===== config.mk =====
export PLATFORM = sky130hd
export DESIGN_NAME = gate_sweep_driver_flat
export DESIGN_NICKNAME = d
export VERILOG_FILES = /design/src/rtl/gate_sweep_driver_if.sv /design/src/rtl/gate_sweep_driver.sv /design/src/flat_wrapper.sv
export SDC_FILE = /design/constraint.sdc
export NUM_CORES = 1
export LEC_CHECK = 0
export ABC_AREA = 1
export CAP_MARGIN = 20
export CORE_ASPECT_RATIO = 0.6
export CORE_UTILIZATION = 50
export CTS_BUF_LIST = sky130_fd_sc_hd__clkbuf_16
export CTS_CLUSTER_DIAMETER = 100
export DETAILED_ROUTE_END_ITERATION = 16
export GPL_TIMING_DRIVEN = 1
export PLACE_DENSITY = 0.75
export SYNTH_ARGS = -nofsm -noshare
export SYNTH_HDL_FRONTEND = slang
export SYNTH_SLANG_ARGS = --single-unit

===== constraint.sdc =====
create_clock -name clk -period 2.44 [get_ports clk]
set_input_delay 0.366 -clock clk [delete_from_list [all_inputs] [get_ports clk]]
set_output_delay 0.366 -clock clk [all_outputs]
set_load 0.02 [all_outputs]

===== src/rtl/gate_sweep_driver_if.sv =====
`default_nettype none
// ============================================================================
//  Module      : gate_sweep_driver_if
//  Description : Bundle between the gate sweep driver and the lab top level /
//                gate-under-test. master = the sweep driver, slave = the
//                environment that supplies start/op_sel and the DUT outputs.
//  Signals     : start, op_sel[1:0]        run request, expected function
//                dut_out, dut_out_always   the two outputs of the gate DUT
//                drv_in1, drv_in2          stimulus onto the gate DUT
//                busy, done, pass          run status
//                err_count[ERR_W-1:0]      saturating mismatch count
//                err_mask[1:0]             sticky per-output error flags
//  Revision    : 1.0 - initial release
// ============================================================================
interface gate_sweep_driver_if #(
    parameter int ERR_W = 8
);
    logic             start;
    logic [1:0]       op_sel;
    logic             dut_out;
    logic             dut_out_always;
    logic             drv_in1;
    logic             drv_in2;
    logic             busy;
    logic             done;
    logic             pass;
    logic [ERR_W-1:0] err_count;
    logic [1:0]       err_mask;

    modport master (
        input  start, op_sel, dut_out, dut_out_always,
        output drv_in1, drv_in2, busy, done, pass, err_count, err_mask
    );

    modport slave (
        output start, op_sel, dut_out, dut_out_always,
        input  drv_in1, drv_in2, busy, done, pass, err_count, err_mask
    );
endinterface
`default_nettype wire


===== src/rtl/gate_sweep_driver.sv =====
`default_nettype none
// ============================================================================
//  Module      : gate_sweep_driver
//  Description : Sweeps the four input vectors onto a 2-input gate DUT, holds
//                each for SETTLE_CYCLES, samples both DUT outputs, compares
//                against the selected function and reports the result.
//  Ports       : clk    - system clock
//                rst_n  - asynchronous active-low reset
//                bus    - gate_sweep_driver_if.master (handshake, DUT
//                         stimulus/response, status and error reporting)
//  Revision    : 1.0 - initial release
// ============================================================================
module gate_sweep_driver #(
    parameter int SETTLE_CYCLES = 2,   // 1..15
    parameter int NUM_PASSES    = 1,   // 1..255
    parameter int ERR_W         = 8
) (
    input  wire logic            clk,
    input  wire logic            rst_n,
    gate_sweep_driver_if.master  bus
);

    localparam int               c_sum_w       = ERR_W + 1;
    localparam logic [ERR_W-1:0] c_err_max     = '1;
    localparam logic [3:0]       c_settle_last = 4'(SETTLE_CYCLES - 1);
    localparam logic [7:0]       c_pass_last   = 8'(NUM_PASSES - 1);

    typedef enum logic [1:0] {
        S_IDLE   = 2'd0,
        S_DRIVE  = 2'd1,
        S_SAMPLE = 2'd2,
        S_FINISH = 2'd3
    } state_t;

    state_t           r_state,    w_state_nxt;
    logic [1:0]       r_op,       w_op_nxt;
    logic [1:0]       r_vec,      w_vec_nxt;
    logic [7:0]       r_pass_cnt, w_pass_cnt_nxt;
    logic [3:0]       r_settle,   w_settle_nxt;
    logic [1:0]       r_drv,      w_drv_nxt;
    logic             r_busy,     w_busy_nxt;
    logic             r_done,     w_done_nxt;
    logic             r_pass,     w_pass_nxt;
    logic [ERR_W-1:0] r_err_cnt,  w_err_cnt_nxt;
    logic [1:0]       r_err_mask, w_err_mask_nxt;

    logic             w_expected;
    logic             w_mis_c;
    logic             w_mis_a;
    logic [c_sum_w-1:0] w_err_sum;
    logic [ERR_W-1:0] w_err_sat;

    // Expected gate response for the vector currently on the DUT inputs.
    always_comb begin
        w_expected = 1'b0;
        case (r_op)
            2'd0:    w_expected =   r_drv[1] & r_drv[0];
            2'd1:    w_expected =   r_drv[1] | r_drv[0];
            2'd2:    w_expected =   r_drv[1] ^ r_drv[0];
            default: w_expected = ~(r_drv[1] & r_drv[0]);
        endcase
    end

    assign w_mis_c   = (bus.dut_out        != w_expected);
    assign w_mis_a   = (bus.dut_out_always != w_expected);
    // One extra bit of headroom so a two-error step past the top is detected.
    assign w_err_sum = {1'b0, r_err_cnt} + c_sum_w'(w_mis_c) + c_sum_w'(w_mis_a);
    assign w_err_sat = (w_err_sum > {1'b0, c_err_max}) ? c_err_max
                                                        : w_err_sum[ERR_W-1:0];

    always_ff @(posedge clk or negedge rst_n) begin
        if (!rst_n) begin
            r_state    <= S_IDLE;
            r_op       <= 2'd0;
            r_vec      <= 2'd0;
            r_pass_cnt <= 8'd0;
            r_settle   <= 4'd0;
            r_drv      <= 2'd0;
            r_busy     <= 1'b0;
            r_done     <= 1'b0;
            r_pass     <= 1'b0;
            r_err_cnt  <= '0;
            r_err_mask <= 2'd0;
        end else begin
            r_state    <= w_state_nxt;
            r_op       <= w_op_nxt;
            r_vec      <= w_vec_nxt;
            r_pass_cnt <= w_pass_cnt_nxt;
            r_settle   <= w_settle_nxt;
            r_drv      <= w_drv_nxt;
            r_busy     <= w_busy_nxt;
            r_done     <= w_done_nxt;
            r_pass     <= w_pass_nxt;
            r_err_cnt  <= w_err_cnt_nxt;
            r_err_mask <= w_err_mask_nxt;
        end
    end

    // Status flags are registered from the next state, so busy/done line up
    // exactly with the DRIVE/SAMPLE and FINISH cycles.
    always_comb begin
        w_state_nxt    = r_state;
        w_op_nxt       = r_op;
        w_vec_nxt      = r_vec;
        w_pass_cnt_nxt = r_pass_cnt;
        w_settle_nxt   = r_settle;
        w_drv_nxt      = r_drv;
        w_busy_nxt     = r_busy;
        w_done_nxt     = 1'b0;
        w_pass_nxt     = r_pass;
        w_err_cnt_nxt  = r_err_cnt;
        w_err_mask_nxt = r_err_mask;

        case (r_state)
            S_IDLE: begin
                if (bus.start) begin
                    w_op_nxt       = bus.op_sel;
                    w_err_cnt_nxt  = '0;
                    w_err_mask_nxt = 2'd0;
                    w_pass_nxt     = 1'b0;
                    w_vec_nxt      = 2'd0;
                    w_pass_cnt_nxt = 8'd0;
                    w_settle_nxt   = 4'd0;
                    w_drv_nxt      = 2'd0;
                    w_busy_nxt     = 1'b1;
                    w_state_nxt    = S_DRIVE;
                end
            end
            S_DRIVE: begin
                if (r_settle == c_settle_last) begin
                    w_state_nxt = S_SAMPLE;
                end else begin
                    w_settle_nxt = r_settle + 4'd1;
                end
            end
            S_SAMPLE: begin
                w_err_cnt_nxt  = w_err_sat;
                w_err_mask_nxt = r_err_mask | {w_mis_a, w_mis_c};
                w_settle_nxt   = 4'd0;
                if (r_vec != 2'd3) begin
                    w_vec_nxt   = r_vec + 2'd1;
                    w_drv_nxt   = r_vec + 2'd1;
                    w_state_nxt = S_DRIVE;
                end else if (r_pass_cnt != c_pass_last) begin
                    w_vec_nxt      = 2'd0;
                    w_drv_nxt      = 2'd0;
                    w_pass_cnt_nxt = r_pass_cnt + 8'd1;
                    w_state_nxt    = S_DRIVE;
                end else begin
                    w_drv_nxt   = 2'd0;
                    w_busy_nxt  = 1'b0;
                    w_done_nxt  = 1'b1;
                    // Judged on the mask including this final sample.
                    w_pass_nxt  = ((r_err_mask | {w_mis_a, w_mis_c}) == 2'b00);
                    w_state_nxt = S_FINISH;
                end
            end
            default: begin
                // FINISH: start is deliberately not examined here.
                w_state_nxt = S_IDLE;
            end
        endcase
    end

    assign bus.drv_in1   = r_drv[1];
    assign bus.drv_in2   = r_drv[0];
    assign bus.busy      = r_busy;
    assign bus.done      = r_done;
    assign bus.pass      = r_pass;
    assign bus.err_count = r_err_cnt;
    assign bus.err_mask  = r_err_mask;

endmodule
`default_nettype wire


===== src/flat_wrapper.sv =====
// flat-port wrapper written by rule: the top's interface ports become plain ports
module gate_sweep_driver_flat 
#(
    parameter int SETTLE_CYCLES = 2,           
    parameter int NUM_PASSES    = 1,            
    parameter int ERR_W         = 8
)
  (clk, rst_n, bus_start, bus_op_sel, bus_dut_out, bus_dut_out_always, bus_drv_in1, bus_drv_in2, bus_busy, bus_done, bus_pass, bus_err_count, bus_err_mask);
  gate_sweep_driver_if #(.ERR_W(ERR_W)) bus_i ();
  input  wire logic clk;
  input  wire logic rst_n;
  input wire logic [$bits(bus_i.start)-1:0] bus_start;
  input wire logic [$bits(bus_i.op_sel)-1:0] bus_op_sel;
  input wire logic [$bits(bus_i.dut_out)-1:0] bus_dut_out;
  input wire logic [$bits(bus_i.dut_out_always)-1:0] bus_dut_out_always;
  output wire logic [$bits(bus_i.drv_in1)-1:0] bus_drv_in1;
  output wire logic [$bits(bus_i.drv_in2)-1:0] bus_drv_in2;
  output wire logic [$bits(bus_i.busy)-1:0] bus_busy;
  output wire logic [$bits(bus_i.done)-1:0] bus_done;
  output wire logic [$bits(bus_i.pass)-1:0] bus_pass;
  output wire logic [$bits(bus_i.err_count)-1:0] bus_err_count;
  output wire logic [$bits(bus_i.err_mask)-1:0] bus_err_mask;
  assign bus_i.start = bus_start;
  assign bus_i.op_sel = bus_op_sel;
  assign bus_i.dut_out = bus_dut_out;
  assign bus_i.dut_out_always = bus_dut_out_always;
  assign bus_drv_in1 = bus_i.drv_in1;
  assign bus_drv_in2 = bus_i.drv_in2;
  assign bus_busy = bus_i.busy;
  assign bus_done = bus_i.done;
  assign bus_pass = bus_i.pass;
  assign bus_err_count = bus_i.err_count;
  assign bus_err_mask = bus_i.err_mask;
  gate_sweep_driver #(.SETTLE_CYCLES(SETTLE_CYCLES), .NUM_PASSES(NUM_PASSES), .ERR_W(ERR_W)) u_core (.clk(clk), .rst_n(rst_n), .bus(bus_i));
endmodule

==> results of run 1 <==
==> cell type report <==
class / instances / area, um^2 / share of cell area [%]
Clock buffer: 5 / 125.1 / 5.068
Clock inverter: 3 / 65.06 / 2.636
Inverter: 38 / 145.1 / 5.879
Multi-Input combinational cell: 166 / 978.4 / 39.64
Sequential cell: 33 / 828.3 / 33.55
Tap cell: 45 / 56.30 / 2.281
Timing Repair Buffer: 29 / 270.3 / 10.95
==> worst max-delay path: stages (launching register included) <==
cell and delay [ns]:
sky130_fd_sc_hd__dfrtp_2 0.38, sky130_fd_sc_hd__inv_2 0.06, sky130_fd_sc_hd__ha_4 0.26, sky130_fd_sc_hd__inv_4 0.03
sky130_fd_sc_hd__nand2_4 0.05, sky130_fd_sc_hd__nand3_4 0.09, sky130_fd_sc_hd__nand2_4 0.08, sky130_fd_sc_hd__nand2_2 0.07
sky130_fd_sc_hd__and2_4 0.15, sky130_fd_sc_hd__fa_2 0.33, sky130_fd_sc_hd__inv_2 0.08, sky130_fd_sc_hd__ha_4 0.13
sky130_fd_sc_hd__nand2_2 0.04, sky130_fd_sc_hd__inv_2 0.05, sky130_fd_sc_hd__nand3b_1 0.14, sky130_fd_sc_hd__buf_4 0.18
sky130_fd_sc_hd__o31ai_1 0.17, sky130_fd_sc_hd__o21ai_1 0.09
==> cell families (layout without fill, tap and decap cells) <==
| group | Yosys count | after routing | synth area share [%] |
|---|---|---|---|
| flops | 33 | 33 | 44.12 |
| fa+ha+maj | 9 | 9 | 6.417 |
| xor+xnor | 5 | 5 | 2.339 |
| compound gates | 38 | 38 | 11.30 |
| simple gates | 114 | 114 | 27.21 |
| buf+inv | 41 | 75 | 8.623 |
==> where the power goes <==
| part | switching (W) | leakage, nW | internal (W) |
|---|---|---|---|
| logic | 0.000236 | 0.720 | 0.000212 |
| clock network | 0.000229 | 0.0938 | 0.000583 |
| registers | 0.0000750 | 0.383 | 0.000606 |
| total | 0.000540 | 1.20 | 0.00140 |
==> sequential cells by signal (all words and copies together), names as in the netlist <==
signal	count
u_core.bus.err_mask	2
u_core.r_settle	4
u_core.bus.pass	1
u_core.r_vec	2
u_core.r_drv	2
u_core.r_state	2
u_core.bus.busy	1
u_core.r_op	2
u_core.bus.err_count	8
u_core.r_pass_cnt	8
u_core.bus.done	1
==> cells in the mapped netlist, drive strengths merged (2+ instances only) <==
| master | instances |
|---|---|
| a21oi | 3 |
| clkbuf | 2 |
| dfrtp | 33 |
| ha | 8 |
| inv | 38 |
| nand2 | 69 |
| nand3 | 22 |
| nor2 | 18 |
| o21ai | 29 |
| o31ai | 2 |
| xor2 | 4 |
==> worst min path at each step <==
stage / from / endpoint / slack [ns] / cells past startpoint
after global placement: u_core.r_vec[1] / u_core.r_vec[1] / 0.48 / 2
after CTS: u_core.r_vec[1] / u_core.r_vec[1] / 0.50 / 2
final: u_core.r_vec[1] / u_core.r_vec[1] / 0.49 / 2
after floorplan: rst_n / u_core.bus.busy / 0.07 / 0
after detailed placement: u_core.r_vec[1] / u_core.r_vec[1] / 0.49 / 2
after global routing: rst_n / u_core.r_op[0] / 0.54 / 2
==> stage by stage <==
stage                     instances   power, W  worst slack (ns)  instance area (um^2)
final                           319   0.001941          -0.07849                  2469
after global routing            319   0.002036           -0.2111                  2469
after CTS                       319   0.001944          -0.02079                  2430
after detailed placement        310   0.001119          -0.08631                  2200
after global placement          310   0.001114          -0.02351                  2200
after floorplan                 240  0.0009214          -0.05404                  1899
==> metal layers <==
metal | vias to the layer above | track usage [%] | wire length, um
li1 | 829 | - | -
met1 | 796 | 35.71 | 2231
met2 | 66 | 39.36 | 1948
met3 | 4 | 5.981 | 296
met4 | 0 | 6.845 | 31
met5 | - | 0 | 0
==> what timing repair did <==
action,4_1_cts,5_1_grt
setup buffers,1,0
gates resized for setup,11,10
pin swaps,8,0
endpoints found under the hold margin,0,0
setup endpoints to repair,7,8
==> impl_results.html, run 1 <==
<table>
<tr><th>Metric</th><th>Value</th></tr>
<tr><th colspan="2">Outcome</th></tr>
<tr><td>Result of the run</td><td>finished with violations</td></tr>
<tr><td>Failing checks</td><td>negative setup slack</td></tr>
<tr><th colspan="2">Floorplan</th></tr>
<tr><td>Horiz. Die Dim</td><td>80.99 um</td></tr>
<tr><td>Standard cell core area</td><td>0.003403 mm^2</td></tr>
<tr><td>Standard-cell row count</td><td>16</td></tr>
<tr><td>Number of ports placed on the die boundary</td><td>22</td></tr>
<tr><td>Die outline area</td><td>0.004001 mm^2</td></tr>
<tr><td>Starting density of the core</td><td>55.00%</td></tr>
<tr><td>Overall die height</td><td>49.40 um</td></tr>
<tr><th colspan="2">Critical path</th></tr>
<tr><td>Critical Path Start Type</td><td>register</td></tr>
<tr><td>Setup slack, reg-to-reg</td><td>-0.08 ns</td></tr>
<tr><td>Logic depth of the worst register-to-register path</td><td>17</td></tr>
<tr><td>Arrival time reported for the critical path endpoint</td><td>2.67 ns</td></tr>
<tr><td>Critical path endpoint</td><td>u_core.bus.err_count[6]</td></tr>
<tr><td>Launch instance of the worst register-to-register path</td><td>u_core.r_drv[0]</td></tr>
<tr><td>Data required time of the worst path</td><td>2.59 ns</td></tr>
<tr><td>Critical path origin</td><td>u_core.r_drv[0]</td></tr>
<tr><td>Reg-to-Reg End</td><td>u_core.bus.err_count[6]</td></tr>
<tr><td>CP endpoint kind</td><td>register</td></tr>
<tr><td>Largest fanout on the critical path</td><td>3</td></tr>
<tr><td>Crit Path Class</td><td>reg -&gt; reg</td></tr>
<tr><th colspan="2">Timing</th></tr>
<tr><td>Measured slew at the worst slew-check pin</td><td>0.4217 ns</td></tr>
<tr><td>Final setup violating endpoints</td><td>7</td></tr>
<tr><td>Worst hold slack after final layout</td><td>0.4949 ns</td></tr>
<tr><td>Setup repair after global routing missed its margin</td><td>true</td></tr>
<tr><td>Final setup skew</td><td>0.002702 ns</td></tr>
<tr><td>Number of failing hold endpoints at the final stage</td><td>0</td></tr>
<tr><td>Worst-case headroom to the max-slew limit</td><td>71.89%</td></tr>
<tr><td>Max-slew violations</td><td>0</td></tr>
<tr><td>Summed negative setup slack over all endpoints</td><td>-0.3103 ns</td></tr>
<tr><td>Minimum period implied by the final worst setup slack</td><td>2.518 ns</td></tr>
<tr><td>Final setup slack of the worst path</td><td>-0.07849 ns</td></tr>
<tr><td>Achievable clock frequency</td><td>397.1 MHz</td></tr>
<tr><td>Share of the clock period used by the worst path after layout</td><td>103.2%</td></tr>
<tr><th colspan="2">Logic synthesis</th></tr>
<tr><td>Number of warning messages in the yosys log</td><td>0</td></tr>
<tr><td>Top_reg_cell synth</td><td>sky130_fd_sc_hd__dfrtp_1</td></tr>
<tr><td>Portion of the post-synthesis area used by sequential elements</td><td>44.12%</td></tr>
<tr><td>Gate count after technology mapping</td><td>240</td></tr>
<tr><td>Number of enable flip-flop cells after synthesis</td><td>0</td></tr>
<tr><td>Post-Syn Area per Cell</td><td>7.799 um^2</td></tr>
<tr><td>Cell taking the most area after synthesis</td><td>sky130_fd_sc_hd__dfrtp_1</td></tr>
<tr><td>Post-synth net total</td><td>256</td></tr>
<tr><td>Mapped cell area</td><td>0.001872 mm^2</td></tr>
<tr><td>Share of flip-flops with an asynchronous set or reset after synthesis</td><td>100.0%</td></tr>
<tr><td>Number of library cell types mapped by synthesis</td><td>30</td></tr>
<tr><td>Yosys reg bits</td><td>33</td></tr>
<tr><td>Share of Yosys cell area claimed by the top area cell type</td><td>44.12%</td></tr>
<tr><td>Cells taking the most area after synthesis</td><td>sky130_fd_sc_hd__dfrtp_1 44%, sky130_fd_sc_hd__nand2_1 13%, sky130_fd_sc_hd__inv_1 6.8%</td></tr>
<tr><th colspan="2">Layout</th></tr>
<tr><td>Commonest non-fill, non-tap cell in the layout</td><td>sky130_fd_sc_hd__nand2_1</td></tr>
<tr><td>Post-synthesis to final-layout area growth</td><td>31.89%</td></tr>
<tr><td>Share of cells above drive strength 1</td><td>18.61%</td></tr>
<tr><td>Filler cells</td><td>257</td></tr>
<tr><td>Share of the core filled with cells in the final layout</td><td>72.54%</td></tr>
<tr><td>Fin nets</td><td>289</td></tr>
<tr><td>Most frequent cells in the layout</td><td>62 x sky130_fd_sc_hd__nand2_1, 31 x sky130_fd_sc_hd__dfrtp_1, 27 x sky130_fd_sc_hd__inv_1</td></tr>
<tr><td>N_diodes</td><td>0</td></tr>
<tr><th colspan="2">Drt</th></tr>
<tr><td>Number of vias after detailed routing</td><td>1695</td></tr>
<tr><td>Routed len/inst</td><td>14.13 um</td></tr>
<tr><td>Detail Route Antenna Nets</td><td>0</td></tr>
<tr><td>Via density</td><td>5.313</td></tr>
<tr><td>Pre-antenna DRT Iters</td><td>4</td></tr>
<tr><td>Routed wire length</td><td>4.508 mm</td></tr>
<tr><td>Post-route DRC</td><td>0</td></tr>
<tr><td>Number of DRC markers after the initial detailed-route iteration</td><td>117</td></tr>
<tr><th colspan="2">GRT</th></tr>
<tr><td>Global-route wire length before repair</td><td>7.555 mm</td></tr>
<tr><td>Vias in the first global route</td><td>1637</td></tr>
<tr><td>Antenna violations before repair</td><td>0</td></tr>
<tr><td>Largest net degree at the start of global routing</td><td>34</td></tr>
<tr><td>Remaining global-route overflow</td><td>0</td></tr>
<tr><td>Overall track demand over capacity in global routing</td><td>25.49%</td></tr>
<tr><th colspan="2">CTS</th></tr>
<tr><td>H-Tree Depth</td><td>2</td></tr>
<tr><td>Skew-Pair Late Insertion Delay</td><td>0.28 ns</td></tr>
<tr><td>Number of buffers between clock root and the deepest sink</td><td>2</td></tr>
<tr><td>Clock net sink count</td><td>33</td></tr>
<tr><td>TritonCTS clock tree</td><td>done</td></tr>
<tr><td>CTS clock-pin slew for the worst setup and hold paths</td><td>0.05 ns</td></tr>
<tr><td>Number of buffers added by the clock tree synthesis step</td><td>5</td></tr>
<tr><td>Buffer cell driving the clock tree root</td><td>sky130_fd_sc_hd__clkbuf_16</td></tr>
<tr><td>Number of hold-repair buffers added at the cts stage</td><td>0</td></tr>
<tr><th colspan="2">Min path</th></tr>
<tr><td>HP Class</td><td>reg -&gt; reg</td></tr>
<tr><th colspan="2">Power</th></tr>
<tr><td>Worst supply voltage drop on vdd</td><td>0.6100 mV</td></tr>
<tr><td>Power density over cell area</td><td>786.2 mW/mm^2</td></tr>
<tr><td>Leakage power total</td><td>1.197 nW</td></tr>
<tr><th colspan="2">Flow run</th></tr>
<tr><td>Max-capacitance violation count</td><td>0</td></tr>
<tr><th colspan="2">Place</th></tr>
<tr><td># port buffers</td><td>21</td></tr>
<tr><td>Post-DP HPWL</td><td>2.957 mm</td></tr>
<tr><td>Gp weighted congestion</td><td>0.8309</td></tr>
</table>
No activity file was read; power rests on OpenSTA's default activity.
==> run 2, diff against run 1 <==
--- a/config.mk
+++ b/config.mk
@@ -8,11 +8,13 @@
 export ABC_AREA = 1
 export CAP_MARGIN = 20
 export CORE_ASPECT_RATIO = 0.6
+export CORE_MARGIN = 2
 export CORE_UTILIZATION = 50
 export CTS_BUF_LIST = sky130_fd_sc_hd__clkbuf_16
 export CTS_CLUSTER_DIAMETER = 100
 export DETAILED_ROUTE_END_ITERATION = 16
 export GPL_TIMING_DRIVEN = 1
+export HOLD_SLACK_MARGIN = 0.03
 export PLACE_DENSITY = 0.75
 export SYNTH_ARGS = -nofsm -noshare
 export SYNTH_HDL_FRONTEND = slang
==> run 2 against run 1 <==
Against the previous run: the flow still finishes with violations (negative setup slack); non-clock buffer count is 1 higher; sequential share of layout area is 0.29 points higher; sequential power hardly changed; worst hold slack better by 0.0015 ns; design area is 0.86% lower; critical path type unchanged; highest routed layer unchanged.
==> impl_results.html, run 2 (synthesized netlist as in run 1, its figures left out) <==
<table>
<tr><th>Metric</th><th>Value</th></tr>
<tr><th colspan="2">Place</th></tr>
<tr><td># port buffers</td><td>21 (unchanged)</td></tr>
<tr><td>DP Worst Slack</td><td>-0.08762 ns (-0.001308 ns)</td></tr>
<tr><td>Post-DP HPWL</td><td>2.873 mm (-2.8%)</td></tr>
<tr><td>Post-Place Cells</td><td>310 (unchanged)</td></tr>
<tr><td>Post-placement cell area</td><td>0.002187 mm^2 (-0.57%)</td></tr>
<tr><td>Gp weighted congestion</td><td>0.8317 (about the same)</td></tr>
<tr><th colspan="2">Layout</th></tr>
<tr><td>Share of cells above drive strength 1</td><td>20.00% (+1.4 points)</td></tr>
<tr><td>Number of cells in the finished layout apart from fillers</td><td>322 (+0.94%)</td></tr>
<tr><td>Layout Cell Area excl Fill</td><td>0.002447 mm^2 (-0.86%)</td></tr>
<tr><td>Most frequent cells in the layout</td><td>62 x sky130_fd_sc_hd__nand2_1, 31 x sky130_fd_sc_hd__dfrtp_1, 28 x sky130_fd_sc_hd__inv_1</td></tr>
<tr><td>Commonest non-fill, non-tap cell in the layout</td><td>sky130_fd_sc_hd__nand2_1</td></tr>
<tr><td>N_diodes</td><td>0 (unchanged)</td></tr>
<tr><td>Post-synthesis to final-layout area growth</td><td>30.75%</td></tr>
<tr><td>Share of the core filled with cells in the final layout</td><td>67.29% (-5.3 points)</td></tr>
<tr><td>Fin nets</td><td>290 (+0.35%)</td></tr>
<tr><td>Filler cells</td><td>288 (+12%)</td></tr>
<tr><th colspan="2">Drt</th></tr>
<tr><td>Post-route DRC</td><td>0 (unchanged)</td></tr>
<tr><td>Via density</td><td>5.109 (-3.9%)</td></tr>
<tr><td>Number of vias after detailed routing</td><td>1645 (-2.9%)</td></tr>
<tr><td>Routed len/inst</td><td>13.20 um (-6.6%)</td></tr>
<tr><td>Pre-antenna DRT Iters</td><td>4 (unchanged)</td></tr>
<tr><td>Number of DRC markers after the initial detailed-route iteration</td><td>88 (-25%)</td></tr>
<tr><td>Detail Route Antenna Nets</td><td>0 (unchanged)</td></tr>
<tr><td>Routed wire length</td><td>4.252 mm (-5.7%)</td></tr>
<tr><th colspan="2">Floorplan</th></tr>
<tr><td>Overall die height</td><td>51.40 um (+4.0%)</td></tr>
<tr><td>Starting density of the core</td><td>51.46% (-3.5 points)</td></tr>
<tr><td>Die outline area</td><td>0.004265 mm^2 (+6.6%)</td></tr>
<tr><td>Standard-cell row count</td><td>17 (+1)</td></tr>
<tr><td>Standard cell core area</td><td>0.003637 mm^2 (+6.9%)</td></tr>
<tr><td>Number of ports placed on the die boundary</td><td>22 (unchanged)</td></tr>
<tr><td>Horiz. Die Dim</td><td>82.99 um (+2.5%)</td></tr>
<tr><th colspan="2">Critical path</th></tr>
<tr><td>CP endpoint kind</td><td>register</td></tr>
<tr><td>Buffers plus inverters on the worst setup path</td><td>5 (unchanged)</td></tr>
<tr><td>Data required time of the worst path</td><td>2.64 ns (+0.05 ns)</td></tr>
<tr><td>Standard cell with the maximum stage delay on the critical path</td><td>sky130_fd_sc_hd__dfrtp_2</td></tr>
<tr><td>Largest fanout on the critical path</td><td>4 (+1)</td></tr>
<tr><td>Cell family with the largest share of critical-path delay</td><td>simple AND/OR/NAND/NOR gates</td></tr>
<tr><td>Arrival time reported for the critical path endpoint</td><td>2.74 ns (+0.07 ns)</td></tr>
<tr><td>Series of cell instances along the critical path</td><td>inv_4 -&gt; ha_4 -&gt; inv_2 -&gt; nand2_2 -&gt; nand3_4 -&gt; nand2_4 -&gt; nand2_2 -&gt; and2_4 -&gt; fa_2 -&gt; inv_2 -&gt; ha_4 -&gt; nand2_2 -&gt; inv_2 -&gt; nand3b_1 -&gt; nor3_2 -&gt; buf_4 -&gt; o21ai_2 -&gt; o21ai_1</td></tr>
<tr><td>Critical Path Start Type</td><td>register</td></tr>
<tr><td>Crit Path Class</td><td>reg -&gt; reg</td></tr>
<tr><td>Slowest Stage Delay on Critical Path</td><td>0.39 ns (about the same)</td></tr>
<tr><th colspan="2">Flow run</th></tr>
<tr><td>Max-capacitance violation count</td><td>0 (unchanged)</td></tr>
<tr><th colspan="2">Power</th></tr>
<tr><td>Overall power after layout</td><td>0.001778 W (-8.4%)</td></tr>
<tr><td>Power density over cell area</td><td>726.4 mW/mm^2 (-7.6%)</td></tr>
<tr><td>Worst supply voltage drop on vdd</td><td>0.4957 mV (-19%)</td></tr>
<tr><td>Leakage power total</td><td>1.180 nW (-1.4%)</td></tr>
<tr><th colspan="2">CTS</th></tr>
<tr><td>Buffer cell driving the clock tree root</td><td>sky130_fd_sc_hd__clkbuf_16</td></tr>
<tr><td>Clock net sink count</td><td>33 (unchanged)</td></tr>
<tr><td>Number of hold-repair buffers added at the cts stage</td><td>0 (unchanged)</td></tr>
<tr><td>Skew-Pair Late Insertion Delay</td><td>0.28 ns (about the same)</td></tr>
<tr><td>H-Tree Depth</td><td>2 (unchanged)</td></tr>
<tr><td>Number of buffers added by the clock tree synthesis step</td><td>5 (unchanged)</td></tr>
<tr><td>Number of buffers between clock root and the deepest sink</td><td>2 (unchanged)</td></tr>
<tr><td>CTS clock-pin slew for the worst setup and hold paths</td><td>0.05 ns (about the same)</td></tr>
<tr><td>TritonCTS clock tree</td><td>done</td></tr>
<tr><th colspan="2">GRT</th></tr>
<tr><td>Remaining global-route overflow</td><td>0 (unchanged)</td></tr>
<tr><td>Largest net degree at the start of global routing</td><td>34 (unchanged)</td></tr>
<tr><td>Antenna violations before repair</td><td>0 (unchanged)</td></tr>
<tr><td>Overall track demand over capacity in global routing</td><td>22.22% (-3.3 points)</td></tr>
<tr><td>Vias in the first global route</td><td>1568 (-4.2%)</td></tr>
<tr><td>Global-route wire length before repair</td><td>7.362 mm (-2.6%)</td></tr>
<tr><th colspan="2">Timing</th></tr>
<tr><td>Number of failing hold endpoints at the final stage</td><td>0 (unchanged)</td></tr>
<tr><td>Final setup skew</td><td>0.003351 ns (+0.0006494 ns)</td></tr>
<tr><td>Measured slew at the worst slew-check pin</td><td>0.4291 ns (+0.007451 ns)</td></tr>
<tr><td>Achievable clock frequency</td><td>394.5 MHz (-0.64%)</td></tr>
<tr><td>Final setup violating endpoints</td><td>8 (+1)</td></tr>
<tr><td>Setup repair after global routing missed its margin</td><td>true</td></tr>
<tr><td>Share of the clock period used by the worst path after layout</td><td>103.9% (+0.66 points)</td></tr>
<tr><td>Minimum period implied by the final worst setup slack</td><td>2.535 ns (+0.01613 ns)</td></tr>
<tr><td>Max-slew violations</td><td>0 (unchanged)</td></tr>
<tr><td>Worst-case headroom to the max-slew limit</td><td>71.39% (-0.50 points)</td></tr>
<tr><td>Final setup slack of the worst path</td><td>-0.09463 ns (-0.01613 ns)</td></tr>
<tr><th colspan="2">Outcome</th></tr>
<tr><td>Result of the run</td><td>finished with violations</td></tr>
<tr><td>Failing checks</td><td>negative setup slack</td></tr>
<tr><th colspan="2">Min path</th></tr>
<tr><td>HP Class</td><td>in -&gt; async</td></tr>
</table>
[run 2: what timing repair did]
action / 4_1_cts / 5_1_grt
setup buffers: 2 / 2
setup endpoints to repair: 7 / 8
pin swaps: 7 / 8
gates resized for setup: 14 / 14
[run 2: area by class of cell]
cell class                 instances  area (um^2)  area share (%)
clock buffer                       5        125.1           5.112
clock inverter                     3        12.51          0.5112
inverter                          38        145.1           5.930
multi-input combinational        166        996.0           40.70
sequential                        33        828.3           33.84
tap                               47        58.81           2.403
timing repair buffer              30        281.5           11.50
[run 2: stage by stage]
step	setup TNS, ns	hold WS [ns]
floorplan	-0.07913	0.07041
global route	-1.836	0.5393
global placement	-0.02044	0.4816
CTS	-0.05950	0.4999
finish	-0.5519	0.4964
detailed placement	-0.3198	0.4885
[run 2: where the power goes]
part,internal [W],switching (W)
registers,0.000606,0.0000740
clock network,0.000369,0.000229
logic,0.000243,0.000258
[run 2: final timing paths]
check,from,to,slack (ns),depth (start not counted)
worst min-delay path,rst_n,u_core.bus.pass,0.50,2
worst min register to register,u_core.r_vec[1],u_core.r_vec[1],0.50,2
min in group clk,u_core.r_vec[1],u_core.r_vec[1],0.50,2
worst max-delay path,u_core.r_drv[1],u_core.bus.err_count[5],-0.09,18
max in group asynchronous,rst_n,u_core.r_drv[1],1.62,2
worst max register to register,u_core.r_drv[1],u_core.bus.err_count[5],-0.09,18
[run 2: per-layer routing]
| layer | part of all wire (%) | global-route usage [%] |
|---|---|---|
| met1 | 50 | 33.26 |
| met2 | 42 | 31.85 |
| met3 | 5.6 | 5.331 |
| met4 | 1.6 | 6.557 |
| met5 | 0 | 0 |
